`config.mk`:
```
export PLATFORM = sky130hd
export DESIGN_NAME = lzd_norm_pipe
export DESIGN_NICKNAME = d
export VERILOG_FILES = /design/src/rtl/lzd_norm_pipe.sv
export SDC_FILE = /design/constraint.sdc
export NUM_CORES = 1
export LEC_CHECK = 0
export CORE_ASPECT_RATIO = 1.4
export CORE_MARGIN = 1.5
export CORE_UTILIZATION = 53
export DETAILED_ROUTE_END_ITERATION = 6
export PLACE_DENSITY = 0.89
export SLEW_MARGIN = 20
export SYNTH_ARGS = -nofsm -noshare
export SYNTH_HDL_FRONTEND = slang
export SYNTH_SLANG_ARGS = --single-unit
```
`constraint.sdc`:
```
create_clock -name clk -period 2.2 [get_ports clk]
set_input_delay 0.55 -clock clk [delete_from_list [all_inputs] [get_ports clk]]
set_output_delay 0.55 -clock clk [all_outputs]
set_load 0.02 [all_outputs]
```
`src/rtl/lzd_norm_pipe.sv`:
```
`default_nettype none
// ============================================================================
// Module   : lzd_norm_pipe
// Brief    : Two-stage leading/trailing-zero counter and normaliser with
//            valid/ready handshake and full backpressure.
// Revision : 1.0
// ============================================================================
module lzd_norm_pipe #(
   parameter  int W  = 8,
   localparam int CW = $clog2(W + 1)
) (
   input  logic          clk,
   input  logic          rst_n,
   input  logic          in_valid,
   output logic          in_ready,
   input  logic [W-1:0]  in_data,
   input  logic          in_mode,
   output logic          out_valid,
   input  logic          out_ready,
   output logic [CW-1:0] out_count,
   output logic [W-1:0]  out_norm,
   output logic          out_zero,
   output logic          out_mode
);

   logic          r_s1_valid;
   logic          r_s1_mode;
   logic [W-1:0]  r_s1_data;

   logic          r_s2_valid;
   logic          r_s2_mode;
   logic          r_s2_zero;
   logic [CW-1:0] r_s2_count;
   logic [W-1:0]  r_s2_norm;

   logic          w_s1_ready;
   logic          w_s2_ready;
   logic          w_in_xfer;
   logic [CW-1:0] w_count;
   logic          w_zero;
   logic [W-1:0]  w_norm;

   assign w_s2_ready = !r_s2_valid || out_ready;
   assign w_s1_ready = !r_s1_valid || w_s2_ready;
   assign in_ready   = w_s1_ready;
   assign w_in_xfer  = in_valid && w_s1_ready;

   // Priority encode: the last matching bit in scan order wins, so the scan
   // runs toward the bit that defines the count. All-zero falls through to W.
   always_comb begin
      w_count = CW'(W);
      if (r_s1_mode) begin
         for (int i = W - 1; i >= 0; i--) begin
            if (r_s1_data[i]) w_count = CW'(i);
         end
      end else begin
         for (int i = 0; i < W; i++) begin
            if (r_s1_data[i]) w_count = CW'(W - 1 - i);
         end
      end
   end

   assign w_zero = ~|r_s1_data;
   assign w_norm = r_s1_mode ? (r_s1_data >> w_count) : (r_s1_data << w_count);

   always_ff @(posedge clk or negedge rst_n) begin
      if (!rst_n) begin
         r_s1_valid <= 1'b0;
         r_s1_mode  <= 1'b0;
         r_s1_data  <= '0;
      end else if (w_in_xfer) begin
         r_s1_valid <= 1'b1;
         r_s1_mode  <= in_mode;
         r_s1_data  <= in_data;
      end else if (w_s2_ready) begin
         r_s1_valid <= 1'b0;
      end
   end

   always_ff @(posedge clk or negedge rst_n) begin
      if (!rst_n) begin
         r_s2_valid <= 1'b0;
         r_s2_mode  <= 1'b0;
         r_s2_zero  <= 1'b0;
         r_s2_count <= '0;
         r_s2_norm  <= '0;
      end else if (w_s2_ready) begin
         r_s2_valid <= r_s1_valid;
         if (r_s1_valid) begin
            r_s2_mode  <= r_s1_mode;
            r_s2_zero  <= w_zero;
            r_s2_count <= w_count;
            r_s2_norm  <= w_norm;
         end
      end
   end

   assign out_valid = r_s2_valid;
   assign out_count = r_s2_count;
   assign out_norm  = r_s2_norm;
   assign out_zero  = r_s2_zero;
   assign out_mode  = r_s2_mode;

endmodule
`default_nettype wire
```
==> flow_summary.yaml, run 1 <==
cells_and_area:
  final_common_cell: "buf_4"
  nNetsFinal: 274
  multi_input_area_um2: 1021
  drive_above_1_share: 0.3154
  postLayoutCellArea_um2: 2409
  area_growth_pct: 39.29
  layout_common_cells: "44 x buf_4, 28 x nand2_1, 27 x clkdlybuf4s50_1"
  regArea_um2: 633.1
  fin_cells: 299
  diodes: 0
  n_fill_cell: 220
detailed_routing:
  wl_per_cell_um: 18.26
  dr.pass1.iters: 5
  drc: 0
  drt_wl_total_um: 5460
  postRouteAntennaNets: 0
  via_per_inst: 6.331
  vias: 1893
  drtIter0Drc: 96
setup_path:
  crit_chain: "buf_4 -> or4_1 -> nor3_1 -> nor2_2 -> mux2i_1 -> o21ai_1 -> and3_1 -> a211o_1"
  endpoint_kind: "flop"
  critical_path.slowest_cell: "or4_1"
  cpPeakStageDelay_ns: 0.53
  arrival_ns: 2.45
  required_ns: 2.36
  critPathBufInv: 1
  critPathMaxFanout: 9
  crit_type: "reg -> reg"
  critPathLaunchType: "flop"
  cp_top_family: "simple AND/OR/NAND/NOR gates"
synth:
  synth_edf_count: 0
  netlist_instances: 196
  yosys_register_bits: 25
  avgSynthCellArea_um2: 8.822
  syn_area_um2: 1729
  syn-num-nets: 209
  ys_async_sr_fraction: 1.000
  yosysWarnings: 0
  seq_area_frac_synth: 0.3618
  ys_types: 49
  synth_ff_type: "dfrtp_1"
timing:
  holdWs_ns: 0.4840
  worst_pin_slew_ns: 0.5726
  fmax_mhz: 436.4
  slew_viol_final: 0
  finalCritPeriodShare: 1.041
  finalHoldViolCount: 0
  max_slew_margin: 0.6142
  setup_ws_ns: -0.09123
  grt_setup_unrepaired: "yes"
  skew_ns: 0.008950
  setup_tns_ns: -0.1186
  post-route-min-period_ns: 2.291
  setup_viol: 2
die:
  dieArea_um2: 3619
  coreArea_um2: 3123
  io_pins: 29
  start_util: 0.5537
  die_w_um: 51.28
  row_count: 24
  die_h_um: 70.59
outcome:
  violations: "setup timing"
  status: "finished, violations left"
pwr:
  power_density_nw_per_um2: 841.1
  irDropWorstVdd_uv: 541.7
  p_leak_nw: 1.048
placement:
  numPlacedInstances: 290
  dpl.hpwl_um: 3830
  placed_cell_area_um2: 2281
  gp_congestion: 0.9637
  port_buffers: 28
grt:
  grt_pass1_vias: 1764
  met2_usage: 0.5310
  overflow: 0
  antenna_found_initial: 0
  grt_util_met1: 0.3457
  grt_pass1_wl_um: 8266
  grt_use_total: 0.2977
  grt_max_degree: 26
  met3_usage: 0.02532
  grt.busiest_layer: "met2"
min_path:
  worst_hold_path_type: "reg -> reg"
clock_network:
  cts_sinks: 25
  numCtsBuffers: 3
  cts_tree: "built"
  clk_pin_slew_ns: 0.10
  clockBufferDepth: 2
  htreeDepth: 1
  root_buffer: "clkbuf_8"
  clk_latency_ns: 0.27
run:
  maxCapViolCount: 0
==> metrics by stage <==
step | power, W | utilization | worst slack, ns
after global placement | 0.001636 | 0.7304 | -0.08436
after detailed placement | 0.001659 | 0.7304 | -0.08986
final | 0.002026 | 0.7712 | -0.09123
after CTS | 0.001948 | 0.7488 | 0.01825
after global routing | 0.002114 | 0.7712 | -0.1878
after floorplan | 0.001221 | - | 0.1785
==> synth_stat cells, drive strengths merged (4+ instances only) <==
cell	instances	share of area
dfrtp	25	0.36
nand2	28	0.061
nand2b	4	0.019
o31ai	4	0.017
buf	11	0.050
nor3	7	0.023
nor2b	4	0.016
mux2i	4	0.023
a21oi	6	0.017
o21ai	23	0.071
mux2	11	0.072
inv	5	0.011
nor2	19	0.053
a32oi	4	0.020
nand3	5	0.014
==> area by class of cell <==
type	count	share of cell area
inverters	6	0.009351
flip-flops and latches	25	0.2629
clock buffers	3	0.01714
multi-input cells	151	0.4239
clock inverters	1	0.003117
well taps	39	0.02026
repair buffers	74	0.2634
==> flip-flops by register name (all words and copies together) (netlist names) <==
| register | flops |
|---|---|
| r_s1_mode | 1 |
| out_valid | 1 |
| out_norm | 8 |
| r_s1_valid | 1 |
| out_zero | 1 |
| out_count | 4 |
| out_mode | 1 |
| r_s1_data | 8 |
==> tightest hold or removal path, cell delays in order, from the launching register on <==
cell and delay, ns:
dfrtp_1 0.35, nand2_1 0.05, o21ai_0 0.05
==> report_power, final <==
group,internal (W),switching (W)
registers,0.000558,0.000103
logic,0.000513,0.000564
clock network,0.000129,0.000159
==> logic make-up after synthesis <==
logic type,after synthesis,synth area share
compound gates,58,0.2366
buf+inv,20,0.06946
mux,15,0.09479
flops,25,0.3618
simple gates,78,0.2373
==> final timing paths <==
kind / from / endpoint / slack, ns / cells past startpoint
max: r_s1_data[4] / out_norm[3] / -0.09 / 8
min: out_norm[7] / out_norm[7] / 0.48 / 2
max reg2reg: r_s1_data[4] / out_norm[3] / -0.09 / 8
min reg2reg: out_norm[7] / out_norm[7] / 0.48 / 2
max in group asynchronous: rst_n / r_s1_data[3] / 1.30 / 2
min in group asynchronous: rst_n / out_zero / 0.63 / 2
==> metal layers <==
| metal | share of wire | routed length [µm] |
|---|---|---|
| met4 | 0.066 | 362 |
| met1 | 0.34 | 1832 |
| met3 | 0.088 | 480 |
| met2 | 0.51 | 2785 |
| met5 | 0 | 0 |
==> timing repair <==
action	in CTS	in global routing
buffers inserted	0	5
hold buffers	0	0
hold endpoints to repair	0	0
pin swaps	0	3
resized for setup	3	10
cloned	0	0
endpoints found under the setup margin	3	6
Power figures use the tool's default switching activity.
==> inputs of run 2 (changes only) <==
--- a/config.mk
+++ b/config.mk
@@ -5,9 +5,12 @@
 export SDC_FILE = /design/constraint.sdc
 export NUM_CORES = 1
 export LEC_CHECK = 0
+export ABC_CLOCK_PERIOD_IN_PS = 2200
+export CELL_PAD_IN_SITES_DETAIL_PLACEMENT = 0
+export CELL_PAD_IN_SITES_GLOBAL_PLACEMENT = 1
 export CORE_ASPECT_RATIO = 1.4
 export CORE_MARGIN = 1.5
-export CORE_UTILIZATION = 53
+export CORE_UTILIZATION = 40
 export DETAILED_ROUTE_END_ITERATION = 6
 export PLACE_DENSITY = 0.89
 export SLEW_MARGIN = 20
==> run 2 against run 1 <==
The run now ends clean. Register-to-register slack gained 0.13 ns. Wire length shrank 15%. Clock skew shrank 0.0028 ns. Via count shrank 8.5%. Sequential cell count is the same. Largest power group unchanged. Final cell count grew 1.3%. Critical endpoint is now out_norm[1].
==> flow_summary.yaml, run 2 (same netlist as run 1, synthesis figures left out) <==
detailed_routing:
  drt_wl_total_um: 4655
  drc: 0
  wl_per_cell_um: 15.36
  via_per_inst: 5.719
  dr.pass1.iters: 4
  drtIter0Drc: 87
  vias: 1733
  postRouteAntennaNets: 0
setup_path:
  crit_chain: "buf_2 -> nor2_4 -> o31ai_1 -> a32oi_1 -> buf_4 -> mux2_1 -> nand3_1 -> o41ai_1 -> a211o_1"
  critPathLaunchType: "flop"
  critPathBufInv: 2
  crit_type: "reg -> reg"
  r2r-end: "out_norm[1]"
  critical_path.slowest_cell: "dfrtp_2"
  r2r_setup_slack_ns: 0.04
  endpoint_kind: "flop"
  critPathMaxFanout: 6
  reg2reg_depth: 9
  cp_top_family: "compound AO/OA/AOI/OAI gates"
  reg2reg_from: "r_s1_data[0]"
  required_ns: 2.37
  cpPeakStageDelay_ns: 0.46
  arrival_ns: 2.33
die:
  dieArea_um2: 4732
  coreArea_um2: 4204
  die_h_um: 80.80
  io_pins: 29
  die_w_um: 58.57
  row_count: 28
  start_util: 0.4113
pwr:
  p_leak_nw: 1.042
  irDropWorstVdd_uv: 378.7
  power_w: 0.001980
  power_density_nw_per_um2: 825.5
run:
  maxCapViolCount: 0
placement:
  placed_cell_area_um2: 2251
  port_buffers: 28
  dpl.hpwl_um: 3456
  gp_congestion: 0.9187
grt:
  grt.busiest_layer: "met2"
  grt_max_degree: 26
  grt_use_total: 0.2001
  grt_util_met1: 0.2485
  grt_pass1_wl_um: 7320
  antenna_found_initial: 0
  overflow: 0
  met3_usage: 0.01592
  met2_usage: 0.3416
  grt_pass1_vias: 1612
timing:
  skew_ns: 0.006110
  holdWs_ns: 0.4819
  slew_viol_final: 0
  setup_tns_ns: 0
  setup_viol: 0
  worst_pin_slew_ns: 0.4982
  max_slew_margin: 0.6644
  post-route-min-period_ns: 2.156
  finalHoldViolCount: 0
  finalCritPeriodShare: 0.9802
  fmax_mhz: 463.7
clock_network:
  clk_latency_ns: 0.28
  numCtsBuffers: 3
  hold_buffers: 0
  clockBufferDepth: 2
  root_buffer: "clkbuf_8"
  htreeDepth: 1
  cts_sinks: 25
  cts_tree: "built"
  clk_pin_slew_ns: 0.10
outcome:
  status: "finished, final reports clean"
cells_and_area:
  multi_input_area_um2: 1016
  nNetsFinal: 272
  layout_common_cells: "40 x buf_4, 28 x nand2_1, 27 x clkdlybuf4s50_1"
  final_common_cell: "buf_4"
  regArea_um2: 634.4
  n_fill_cell: 388
  drive_above_1_share: 0.3140
  diodes: 0
  postLayoutCellArea_um2: 2399
  area_growth_pct: 38.71
min_path:
  min_to: "out_zero"
  worst_hold_path_type: "reg -> reg"
  min_from: "out_zero"
  holdPathStages: 2
## run 2: worst max path at each step
stage	startpoint	to	cells after the start
6_report	r_s1_data[0]	out_norm[1]	9
4_1_cts	r_s1_data[0]	out_norm[5]	6
3_5_place_dp	out_ready	in_ready	3
2_1_floorplan	r_s1_data[3]	out_norm[3]	8
5_1_grt	r_s1_data[5]	out_norm[3]	7
3_3_place_gp	out_ready	in_ready	3
## run 2: through the flow
stage | worst slack (ns) | cells | utilization
2_1_floorplan | 0.1785 | 196 | -
3_3_place_gp | -0.08622 | 291 | 0.5354
3_5_place_dp | -0.1071 | 291 | 0.5354
4_1_cts | 0.008620 | 295 | 0.5467
5_1_grt | -0.06298 | 303 | 0.5705
6_report | 0.04364 | 303 | 0.5705
## run 2: what timing repair did
| action | 4_1_cts | 5_1_grt |
|---|---|---|
| gates cloned | 0 | 1 |
| gates resized for setup | 1 | 16 |
| setup endpoints to repair | 1 | 5 |
| buffers inserted | 0 | 7 |
| pin swaps | 0 | 2 |
## run 2: final cells by class
cell class                 instances  share of cell area
clock buffer                       3             0.01721
clock inverter                     1            0.003130
inverter                           6            0.009390
multi-input combinational        151              0.4236
sequential                        25              0.2645
tap                               45             0.02347
timing repair buffer              72              0.2587
## run 2: report_power, final
group,total [W],switching [W],internal (W)
sequential,0.000661,0.000103,0.000558
clock,0.000289,0.000160,0.000129
combinational,0.00103,0.000522,0.000507
total,0.00198,0.000785,0.00119
## run 2: metal layers
layer  share of wire  vias up
li1                -      845
met1            0.42      807
met2            0.50       66
met3           0.040       15
met4           0.033        0
met5               0        -
## run 2: worst reg2reg max path, delay by kind of cell, from the launching register on
kind | cells | cell delay (ns)
AOI/OAI and AO/OA | 4 | 0.66
buffers and inverters | 2 | 0.39
muxes | 1 | 0.32
and+or+nand+nor | 2 | 0.22
DFF | 1 | 0.46
